$ cat src/rtl/fifo_sync_param.sv
// Single-clock parametrised FIFO with occupancy count, programmable almost flags,
// registered overflow/underflow pulses and selectable first-word-fall-through read.
module fifo_sync_param #(
  parameter int unsigned DATA_W    = 8,
  parameter int unsigned ADDR_W    = 4,
  parameter int unsigned AF_THRESH = 14,
  parameter int unsigned AE_THRESH = 2,
  parameter int unsigned FWFT      = 0
) (
  input  logic              clk,
  input  logic              rst,
  input  logic              wr_en,
  input  logic [DATA_W-1:0] wr_data,
  input  logic              rd_en,
  output logic [DATA_W-1:0] rd_data,
  output logic              rd_valid,
  output logic              full,
  output logic              empty,
  output logic              almost_full,
  output logic              almost_empty,
  output logic [ADDR_W:0]   count,
  output logic              overflow,
  output logic              underflow
);

  localparam int unsigned DEPTH = 2 ** ADDR_W;
  localparam int unsigned PTR_W = ADDR_W + 1;

  if (!(AE_THRESH > 0 && AE_THRESH < AF_THRESH && AF_THRESH < DEPTH)) begin : g_bad_params
    $error("fifo_sync_param: need 0 < AE_THRESH < AF_THRESH < DEPTH");
  end

  logic [DATA_W-1:0] r_mem [DEPTH];
  logic [PTR_W-1:0]  r_wr_ptr;
  logic [PTR_W-1:0]  r_rd_ptr;
  logic [PTR_W-1:0]  r_count;
  logic [PTR_W-1:0]  w_count_nxt;
  logic              r_full;
  logic              r_empty;
  logic              r_af;
  logic              r_ae;
  logic              r_ovf;
  logic              r_udf;
  logic              w_wr_acc;
  logic              w_rd_acc;

  assign w_wr_acc = wr_en && !r_full;
  assign w_rd_acc = rd_en && !r_empty;

  always_comb begin
    w_count_nxt = r_count;
    if (w_wr_acc && !w_rd_acc)      w_count_nxt = r_count + PTR_W'(1);
    else if (!w_wr_acc && w_rd_acc) w_count_nxt = r_count - PTR_W'(1);
  end

  // Flags are registered from the next count so they stay glitch-free.
  always_ff @(posedge clk or posedge rst) begin
    if (rst) begin
      r_wr_ptr <= '0;
      r_rd_ptr <= '0;
      r_count  <= '0;
      r_full   <= 1'b0;
      r_empty  <= 1'b1;
      r_af     <= 1'b0;
      r_ae     <= 1'b1;
      r_ovf    <= 1'b0;
      r_udf    <= 1'b0;
    end else begin
      if (w_wr_acc) r_wr_ptr <= r_wr_ptr + PTR_W'(1);
      if (w_rd_acc) r_rd_ptr <= r_rd_ptr + PTR_W'(1);
      r_count <= w_count_nxt;
      r_full  <= (w_count_nxt == PTR_W'(DEPTH));
      r_empty <= (w_count_nxt == '0);
      r_af    <= (w_count_nxt >= PTR_W'(AF_THRESH));
      r_ae    <= (w_count_nxt <= PTR_W'(AE_THRESH));
      r_ovf   <= wr_en && r_full;
      r_udf   <= rd_en && r_empty;
    end
  end

  always_ff @(posedge clk) begin
    if (w_wr_acc) r_mem[r_wr_ptr[ADDR_W-1:0]] <= wr_data;
  end

  if (FWFT == 0) begin : g_std
    logic [DATA_W-1:0] r_rd_data;
    logic              r_rd_valid;

    always_ff @(posedge clk or posedge rst) begin
      if (rst) begin
        r_rd_data  <= '0;
        r_rd_valid <= 1'b0;
      end else begin
        r_rd_valid <= w_rd_acc;
        if (w_rd_acc) r_rd_data <= r_mem[r_rd_ptr[ADDR_W-1:0]];
      end
    end

    assign rd_data  = r_rd_data;
    assign rd_valid = r_rd_valid;
  end else begin : g_fwft
    // Head entry is shown directly; masked while empty so stale data never leaks.
    assign rd_data  = r_empty ? '0 : r_mem[r_rd_ptr[ADDR_W-1:0]];
    assign rd_valid = !r_empty;
  end

  assign full         = r_full;
  assign empty        = r_empty;
  assign almost_full  = r_af;
  assign almost_empty = r_ae;
  assign count        = r_count;
  assign overflow     = r_ovf;
  assign underflow    = r_udf;

endmodule

$ cat config.mk
export PLATFORM = sky130hd
export DESIGN_NAME = fifo_sync_param
export DESIGN_NICKNAME = d
export VERILOG_FILES = /design/src/rtl/fifo_sync_param.sv
export SDC_FILE = /design/constraint.sdc
export NUM_CORES = 1
export LEC_CHECK = 0
export CAP_MARGIN = 10
export CORE_MARGIN = 2
export CORE_UTILIZATION = 40
export CTS_BUF_LIST = sky130_fd_sc_hd__clkbuf_4 sky130_fd_sc_hd__clkbuf_8
export CTS_CLUSTER_DIAMETER = 120
export DETAILED_ROUTE_END_ITERATION = 16
export PLACE_DENSITY = 0.54
export SKIP_CTS_REPAIR_TIMING = 1
export SLEW_MARGIN = 5
export SYNTH_ARGS = -nofsm -noshare
export SYNTH_HDL_FRONTEND = slang
export SYNTH_SLANG_ARGS = --single-unit
export TNS_END_PERCENT = 1
$ cat constraint.sdc
create_clock -name clk -period 2.2 [get_ports clk]
set_input_delay 0.66 -clock clk [delete_from_list [all_inputs] [get_ports clk]]
set_output_delay 0.66 -clock clk [all_outputs]
set_load 0.1 [all_outputs]
==> results.sh, run 1 <==
export IMPL_crit_path_frequent_cell="o21ai_0"
export IMPL_crit_slowest_cell="clkdlybuf4s50_1"
export IMPL_topRoutingLayerUsed="met4"
export IMPL_ys_seq_area_share_pct=72.10
export IMPL_cts_buffer_depth=2
export IMPL_dp_slack_ns=-0.2084
export IMPL_status="complete, no violations"
export IMPL_drive_above_1_share_pct=28.92
export IMPL_place_area_sq_um=7074
export IMPL_htree_levels=4
export IMPL_dieWidth_um=129.6
export IMPL_syn_area_per_cell_sq_um=18.66
export IMPL_ys_warn_count=0
export IMPL_diodes=0
export IMPL_io_pins=32
export IMPL_ff_latch_area_sq_um=4548
export IMPL_drt_met1_wl_mm=5.239
export IMPL_clock_latency_ns=0.45
export IMPL_fmax_mhz=504.2
export IMPL_dp_cells=595
export IMPL_slew_headroom_pct=60.54
export IMPL_yosys_area_top_type_share_pct=60.95
export IMPL_critical_path_startpoint_type="input port"
export IMPL_drv_cap=0
export IMPL_numCtsBuffers=17
export IMPL_hp_class="flip-flop to flip-flop"
export IMPL_area_delta_synth_final_pct=18.57
export IMPL_fillerInstances=1285
export IMPL_path_max_fanout=10
export IMPL_post_route_period_util_pct=90.15
export IMPL_critPathCaptureType="flip-flop"
export IMPL_gr_total_overflow=0
export IMPL_timing_final_hold_violations=0
export IMPL_finalCriticalPeriod_ns=1.983
export IMPL_yosys_area_top_type="edfxtp_1"
export IMPL_setup_violations=0
export IMPL_io_buffers=31
export IMPL_grt_pass1_wl_mm=18.87
export IMPL_cts_root_buf="clkbuf_8"
export IMPL_wl_met3_um=406
export IMPL_post_route_util_pct=48.82
export IMPL_ys_ff_latch=156
export IMPL_first_global_vias=3294
export IMPL_ir_drop_uv=606.7
export IMPL_worstPathRequired_ns=2.54
export IMPL_drt_initial_drc_count=214
export IMPL_dp_hpwl_mm=7.775
export IMPL_p_leak_nw=2.663
export IMPL_antenna_found_initial=0
export IMPL_rsz0062_at_grt="no"
export IMPL_critPathArrivalTime_ns=2.32
export IMPL_synth_area_sq_um=6306
export IMPL_wl_per_cell_um=19.38
export IMPL_die_h_um=129.6
export IMPL_ys_top_cells_by_area="edfxtp_1 61%, dfrtp_1 10%, mux4_2 7.5%, mux4_1 4.6%, nand2_1 1.8%"
export IMPL_final_nets=422
export IMPL_slowest_delay_ns=0.47
export IMPL_drc=0
export IMPL_multi_input_area_sq_um=1573
export IMPL_setup_slack_ns=0.2166
export IMPL_power_w=0.01036
export IMPL_syn_num_nets=357
export IMPL_grt_use_total_pct=15.73
export IMPL_postLayoutCellArea_sq_um=7477
export IMPL_rows=45
export IMPL_vias=3195
export IMPL_drv_slew=0
export IMPL_path_delay_family="compound AO/OA/AOI/OAI gates"
export IMPL_tightest_slew_ns=0.5901
export IMPL_powerDensity_nw_per_um2=1385
export IMPL_fin_worst_skew_ns=0.01295
export IMPL_stdcell_count=626
export IMPL_finalWeightedCongestion=0.7625
export IMPL_crit_buf_inv=2
export IMPL_critPathKind="input port to flip-flop"
export IMPL_synth_cell_types=39
export IMPL_clk_pin_slew_worst_paths_ns=0.08
export IMPL_detail_route_antenna_nets=0
export IMPL_wl_met2_mm=6.247
export IMPL_synthCells=338
export IMPL_dr_pass1_iters=4
export IMPL_dieArea_sq_um=16790
export IMPL_avgViaCountPerCell=5.104
export IMPL_grt_max_degree=29
export IMPL_cts_sinks=156
export IMPL_start_util_pct=41.18
export IMPL_fp_coreArea_sq_um=15310
export IMPL_finalWirelength_mm=12.13
export IMPL_cts_tree="yes"
export IMPL_crit_chain="clkdlybuf4s50_1 > nor2b_1 > buf_4 > nor2_1 > o21ai_0 > o21ai_0 > a2111oi_2"
-- synthesized netlist by cell type, drive strengths merged --
cell / number
dfrtp: 26
o211ai: 1
clkbuf: 4
or3: 1
a21oi: 6
or2: 1
o21ai: 15
nor2b: 1
mux2: 8
xor2: 2
dfstp: 2
nand2b: 4
inv: 6
o22ai: 2
edfxtp: 128
ha: 7
mux4: 32
nand4: 2
nor4: 3
xnor2: 8
nor2: 15
a2111oi: 1
clkinv: 1
buf: 13
nand2: 30
mux2i: 8
and2: 2
a31o: 1
nor3: 4
nand3: 4
-- cells in the final DEF, fill, tap and decap left out, drive strengths merged --
master         Yosys  layout
a2111oi            1       1
a21oi              6       6
a31o               1       1
and2               2       2
buf               13      52
bufinv             0       3
clkbuf             4      17
clkdlybuf4s50      0      11
clkinv             1       7
clkinvlp           0       1
dfrtp             26      26
dfstp              2       2
edfxtp           128     128
ha                 7       7
inv                6      10
mux2               8       8
mux2i              8       8
mux4              32      32
nand2             30      30
nand2b             4       4
nand3              4       4
nand4              2       2
nor2              15      15
nor2b              1       1
nor3               4       4
nor4               3       3
o211ai             1       1
o21ai             15      15
o22ai              2       2
or2                1       1
or3                1       1
xnor2              8       8
xor2               2       2
-- layer usage --
| layer | vias to the layer above | global-route usage [%] |
|---|---|---|
| li1 | 1446 | - |
| met1 | 1668 | 19.42 |
| met2 | 66 | 26.92 |
| met3 | 15 | 3.592 |
| met4 | 0 | 6.388 |
| met5 | - | 0 |
-- final cells by class --
cell class                 count  share of cell area [%]
inverter                       7                  0.3514
clock inverter                14                   2.259
multi-input combinational    158                   21.03
tap                          211                   3.531
clock buffer                  17                   3.129
sequential                   156                   60.83
timing repair buffer          63                   8.869
-- flip-flops by register name, indices dropped and copies added, names as in the netlist --
name and cells:
empty 1, overflow 1, rd_valid 1, full 1, underflow 1, almost_empty 1
rd_data 8, almost_full 1, r_rd_ptr 4, count 5, r_mem 128, r_wr_ptr 4
-- through the flow --
step | hold WS [ns] | setup TNS, ns
floorplan | 0.5702 | -1.565
global placement | 0.4684 | -13.15
detailed placement | 0.4773 | -11.23
CTS | 0.4970 | 0
global route | 0.5229 | 0
finish | 0.4874 | 0
-- logic make-up after synthesis --
| kind of cell | Yosys count | share of synthesized area [%] |
|---|---|---|
| compound gates | 26 | 2.361 |
| xor+xnor | 10 | 1.508 |
| fa+ha+maj | 7 | 1.389 |
| buf+inv | 24 | 3.035 |
| flops | 156 | 72.10 |
| mux | 48 | 14.78 |
| simple gates | 67 | 4.822 |
-- tightest hold or removal path, stage by stage (launching register included) --
cell and delay, ns:
dfrtp_1 0.35, nand2_1 0.05, nand2_1 0.05
-- power by group --
part           internal, W  leakage (nW)  switching, W
clock network      0.00112         0.204       0.00106
registers          0.00368          1.49      0.000387
logic              0.00163         0.966       0.00248
-- worst paths after layout --
check	startpoint	endpoint	slack [ns]	depth (start not counted)
max reg2reg	r_rd_ptr[1]	rd_data[3]	0.28	6
min reg2reg	rd_data[3]	rd_data[3]	0.49	2
max	wr_en	almost_empty	0.22	7
min in group asynchronous	rst	rd_data[4]	0.59	3
min	rd_data[3]	rd_data[3]	0.49	2
max in group asynchronous	rst	almost_empty	1.29	3
(Power assumes the default switching activity.)
==> inputs of run 2 (changes only) <==
- ABC_AREA: not set -> 1
- PLACE_DENSITY: 0.54 -> 0.59
==> results.sh, run 2 <==
export IMPL_status="complete, no violations"
export IMPL_fin_worst_skew_ns=0.01201
export IMPL_yosys_area_top_type="edfxtp_1"
export IMPL_grt_max_degree=67
export IMPL_worstPathRequired_ns=1.54
export IMPL_path_max_fanout=4
export IMPL_grt_use_total_pct=17.90
export IMPL_area_delta_synth_final_pct=18.97
export IMPL_syn_num_nets=618
export IMPL_largest_reg_flops=128
export IMPL_finalCriticalPeriod_ns=1.938
export IMPL_cts_sinks=156
export IMPL_tightest_slew_ns=0.4861
export IMPL_fmax_mhz=516.0
export IMPL_slew_headroom_pct=67.39
export IMPL_p_leak_nw=3.154
export IMPL_antenna_found_initial=0
export IMPL_powerDensity_nw_per_um2=1443
export IMPL_critPathCaptureType="output port"
export IMPL_final_nets=677
export IMPL_multi_input_area_sq_um=1769
export IMPL_critPathArrivalTime_ns=1.28
export IMPL_start_util_pct=41.03
export IMPL_drive_above_1_share_pct=15.05
export IMPL_yosysMostFrequentCell="nand2_1"
export IMPL_fillerInstances=1415
export IMPL_crit_chain="buf_12"
export IMPL_setup_violations=0
export IMPL_dieWidth_um=131.9
export IMPL_dp_cells=855
export IMPL_cts_buffer_depth=2
export IMPL_async_reset_ff_share_pct=17.95
export IMPL_drv_cap=0
export IMPL_htree_levels=4
export IMPL_ys_top_cells_by_area="edfxtp_1 59%, nand2_1 13%, dfrtp_1 9.9%, nand3_1 8.0%, buf_2 1.4%"
export IMPL_ys_warn_count=0
export IMPL_finalWeightedCongestion=0.8700
export IMPL_synth_cell_types=24
export IMPL_timing_final_hold_violations=0
export IMPL_post_route_period_util_pct=88.09
export IMPL_crit_slowest_cell="dfstp_2"
export IMPL_gr_total_overflow=0
export IMPL_stdcell_count=887
export IMPL_clock_latency_ns=0.45
export IMPL_slowest_delay_ns=0.63
export IMPL_dr_pass1_iters=5
export IMPL_synthCells=599
export IMPL_yosys_area_top_type_share_pct=58.76
export IMPL_synth_main_ff_cell="edfxtp_1"
export IMPL_die_h_um=131.9
export IMPL_avgViaCountPerCell=4.946
export IMPL_syn_area_per_cell_sq_um=10.92
export IMPL_numCtsBuffers=17
export IMPL_cts_tree="yes"
export IMPL_rows=46
export IMPL_rsz0062_at_grt="no"
export IMPL_crit_buf_inv=1
export IMPL_path_delay_family="flip-flops"
export IMPL_drv_slew=0
export IMPL_io_buffers=31
export IMPL_vias=4387
export IMPL_diodes=0
export IMPL_clk_pin_slew_worst_paths_ns=0.08
export IMPL_drt_initial_drc_count=419
export IMPL_postLayoutCellArea_sq_um=7782
export IMPL_ff_latch_area_sq_um=4548
export IMPL_synth_area_sq_um=6541
export IMPL_final_common_cell="nand2_1"
export IMPL_ys_seq_area_share_pct=69.51
export IMPL_grt_pass1_wl_mm=23.63
export IMPL_cts_root_buf="clkbuf_8"
export IMPL_ys_ff_latch=156
export IMPL_hp_class="flip-flop to flip-flop"
export IMPL_dieArea_sq_um=17390
export IMPL_yosys_top_cells_count="233 x nand2_1, 128 x edfxtp_1, 104 x nand3_1"
export IMPL_fp_coreArea_sq_um=15940
export IMPL_ir_drop_uv=803.8
export IMPL_place_area_sq_um=7337
export IMPL_drc=0
export IMPL_first_global_vias=4283
export IMPL_synth_edf_count=128
export IMPL_dp_hpwl_mm=9.594
export IMPL_detail_route_antenna_nets=0
export IMPL_finalWirelength_mm=14.96
export IMPL_most_common_layout_cells="233 x nand2_1, 128 x edfxtp_1, 104 x nand3_1, 47 x buf_4, 25 x dfrtp_1"
export IMPL_io_pins=32
export IMPL_critPathKind="flip-flop to output port"
export IMPL_critical_path_startpoint_type="flip-flop"
export IMPL_wl_per_cell_um=16.87
==> run 2: cell count changes after synthesis, sizes merged, moves of 6 or more <==
| cell | change |
|---|---|
| o21ai | -13 |
| mux2i | -8 |
| nand3 | +100 |
| a21oi | -6 |
| mux2 | -8 |
| nand2 | +207 |
| buf | +10 |
| xor2 | +7 |
| xnor2 | -7 |
| inv | +15 |
| nor2 | +13 |
| mux4 | -32 |
==> run 2: cell families after synthesis <==
kind of cell               count (synthesis)  synth area share (%)
adders and majority gates                  7                 1.339
AOI/OAI and AO/OA                          2                0.1530
buffers and inverters                     51                 3.443
xor gates and xnor gates                  10                 1.454
and+or+nand+nor                          373                 24.10
DFF                                      156                 69.51
==> run 2: worst paths after layout <==
path                       depth (start not counted)  slack (ns)          end  startpoint
setup / recovery                                   1        0.26        empty       empty
min in group asynchronous                          3        0.60  r_rd_ptr[0]         rst
setup reg to reg                                   4        0.59  r_mem[7][3]        full
max in group asynchronous                          3        1.28        empty         rst
hold / removal                                     2        0.49   rd_data[3]  rd_data[3]
hold reg to reg                                    2        0.49   rd_data[3]  rd_data[3]
==> run 2: power breakdown <==
group	internal, W	switching [W]
Combinational	0.00140	0.00344
Clock	0.00136	0.00103
Sequential	0.00367	0.000321
==> run 2: worst reg2reg max path, stage by stage (launching register included) <==
cell,delay [ns]
dfrtp_1,0.47
nor2_4,0.25
nand2_1,0.24
nor2_1,0.17
buf_4,0.19
==> run 2: final cells by class <==
cell class / instances / share of cell area, %
Sequential cell: 156 / 58.44
Multi-Input combinational cell: 392 / 22.73
Timing Repair Buffer: 68 / 8.521
Tap cell: 216 / 3.473
Clock buffer: 19 / 3.199
Clock inverter: 13 / 2.524
Inverter: 23 / 1.109
==> run 2: layer usage <==
layer / vias to the layer above / wire (um) / part of all wire (%) / track usage (%)
li1: 2123 / - / - / -
met1: 2144 / 6757 / 45 / 24.12
met2: 103 / 7330 / 49 / 28.82
met3: 17 / 637 / 4.3 / 3.576
met4: 0 / 235 / 1.6 / 6.763
met5: - / 0 / 0 / 0
==> run 2: metrics by stage <==
stage               setup WS (ns)  TNS [ns]  hold WS (ns)  power (W)  utilization (%)
global route               0.2030         0        0.5154    0.01190            48.81
floorplan                  0.1898         0        0.5581   0.007405                -
global placement         -0.08572    -3.998        0.4716   0.008853            46.02
CTS                        0.2230         0        0.4904    0.01131            48.81
detailed placement        -0.1137    -5.289        0.4699   0.008919            46.02
finish                     0.2620         0        0.4856    0.01123            48.81
==> inputs of run 3 (changes only) <==
- CELL_PAD_IN_SITES_DETAIL_PLACEMENT: not set -> 0
- CELL_PAD_IN_SITES_GLOBAL_PLACEMENT: not set -> 1
- PLACE_DENSITY: 0.59 -> 0.7
==> results.sh, run 3 (synthesized netlist as in run 2, its figures left out) <==
export IMPL_crit_chain="buf_12"
export IMPL_grt_pass1_wl_mm=23.78
export IMPL_cts_buffer_depth=2
export IMPL_io_buffers=31
export IMPL_intPower_w=0.006596
export IMPL_diodes=0
export IMPL_path_max_fanout=4
export IMPL_wl_per_cell_um=16.77
export IMPL_timing_final_hold_violations=0
export IMPL_setup_violations=0
export IMPL_dieWidth_um=131.9
export IMPL_grt_use_total_pct=18.01
export IMPL_drive_above_1_share_pct=15.75
export IMPL_clk_pin_slew_worst_paths_ns=0.09
export IMPL_holdWs_ns=0.4931
export IMPL_avgViaCountPerCell=4.913
export IMPL_grtUsageMet1_pct=23.89
export IMPL_powerDensity_nw_per_um2=1464
export IMPL_drt_initial_drc_count=277
export IMPL_p_leak_nw=3.182
export IMPL_slew_headroom_pct=62.30
export IMPL_start_util_pct=41.03
export IMPL_first_global_vias=4324
export IMPL_switchingPower_w=0.004873
export IMPL_ir_drop_uv=1159
export IMPL_tns_ns=0
export IMPL_critPathCaptureType="output port"
export IMPL_dp_hpwl_mm=9.664
export IMPL_dieArea_sq_um=17390
export IMPL_clock_latency_ns=0.44
export IMPL_busiest_layer="met2"
export IMPL_antenna_found_initial=0
export IMPL_hp_class="flip-flop to flip-flop"
export IMPL_fp_coreArea_sq_um=15940
export IMPL_fin_worst_skew_ns=0.01182
export IMPL_rsz0062_at_grt="no"
export IMPL_status="complete, no violations"
export IMPL_combinationalPowerShare_pct=42.6
export IMPL_final_common_cell="nand2_1"
export IMPL_finalWeightedCongestion=0.7653
export IMPL_fmax_mhz=518.3
export IMPL_use_met3_pct=3.806
export IMPL_final_nets=679
export IMPL_finalCriticalPeriod_ns=1.929
export IMPL_critical_path_startpoint_type="flip-flop"
export IMPL_drv_cap=0
export IMPL_cts_root_buf="clkbuf_8"
export IMPL_most_common_layout_cells="233 x nand2_1, 128 x edfxtp_1, 104 x nand3_1, 50 x buf_4, 25 x dfrtp_1"
export IMPL_drv_slew=0
export IMPL_r2r_start="r_rd_ptr[1]"
export IMPL_critPathLaunch="empty"
export IMPL_largest_reg_flops=128
export IMPL_critPathKind="flip-flop to output port"
export IMPL_slowest_delay_ns=0.63
export IMPL_crit_slowest_cell="dfstp_2"
export IMPL_die_h_um=131.9
export IMPL_post_route_period_util_pct=87.70
export IMPL_crit_buf_inv=1
export IMPL_htree_levels=4
export IMPL_gr_total_overflow=0
export IMPL_tightest_slew_ns=0.5621
export IMPL_vias=4368
export IMPL_numCtsBuffers=17
export IMPL_worstPathRequired_ns=1.54
export IMPL_gr_usage_met2_pct=29.22
export IMPL_rows=46
export IMPL_dr_pass1_iters=5
export IMPL_area_delta_synth_final_pct=19.74
export IMPL_cts_tree="yes"
export IMPL_switching_share_pct=42.49
export IMPL_path_delay_family="flip-flops"
export IMPL_cts_sinks=156
export IMPL_p_seq_share_pct=34.8
export IMPL_grt_max_degree=35
export IMPL_finalWirelength_mm=14.91
export IMPL_min_delay_start="rd_data[0]"
export IMPL_detail_route_antenna_nets=0
export IMPL_io_pins=32
export IMPL_drc=0
export IMPL_power_share_clock_pct=22.6
export IMPL_critPathArrivalTime_ns=1.27
==> run 3: changes by cell type in the layout (fill, tap and decap cells not counted) <==
cell       delta
inv_6         +1
clkinv_1      -3
clkinv_4      +1
bufinv_16     +1
inv_2         +1
buf_12        -1
clkbuf_4      -1
clkbuf_8      +1
inv_8         +1
clkinv_2      -2
buf_4         +3
==> run 3: path summary, 6_finish.rpt <==
path | endpoint | slack, ns | cells past startpoint
setup reg to reg | rd_data[7] | 0.56 | 9
hold / removal | rd_data[0] | 0.49 | 2
min in group asynchronous | rd_data[0] | 0.58 | 3
hold reg to reg | rd_data[0] | 0.49 | 2
setup / recovery | empty | 0.27 | 1
max in group asynchronous | empty | 1.31 | 3
==> run 3: per-stage QoR <==
| stage | area (sq um) | total power [W] | setup slack (ns) | std cells | utilization, % |
|---|---|---|---|---|---|
| 2_1_floorplan | 6541 | 0.007405 | 0.1898 | 599 | - |
| 3_3_place_gp | 7340 | 0.008924 | -0.03318 | 857 | 46.04 |
| 3_5_place_dp | 7340 | 0.008965 | -0.05877 | 857 | 46.04 |
| 4_1_cts | 7833 | 0.01156 | 0.2268 | 889 | 49.13 |
| 5_1_grt | 7833 | 0.01215 | 0.2047 | 889 | 49.13 |
| 6_report | 7833 | 0.01147 | 0.2706 | 889 | 49.13 |
==> run 3: power groups by stage <==
stage	clock network (W)	logic, W	registers [W]
floorplan	0	0.00240	0.00501
global placement	0	0.00487	0.00405
detailed placement	0	0.00491	0.00405
CTS	0.00264	0.00493	0.00399
global route	0.00277	0.00534	0.00405
finish	0.00259	0.00489	0.00399
==> run 3: layer usage <==
layer	up-vias	part of all wire [%]
met3	18	4.3
met1	2119	45
li1	2131	-
met4	0	1.9
met5	-	0
met2	100	48
==> run 3: final cells by class <==
class,count,area [sq um]
clock buffer,19,255.2
clock inverter,13,237.7
fill,1430,8110
inverter,23,86.33
multi-input combinational,392,1769
sequential,156,4548
tap,216,270.3
timing repair buffer,70,665.6
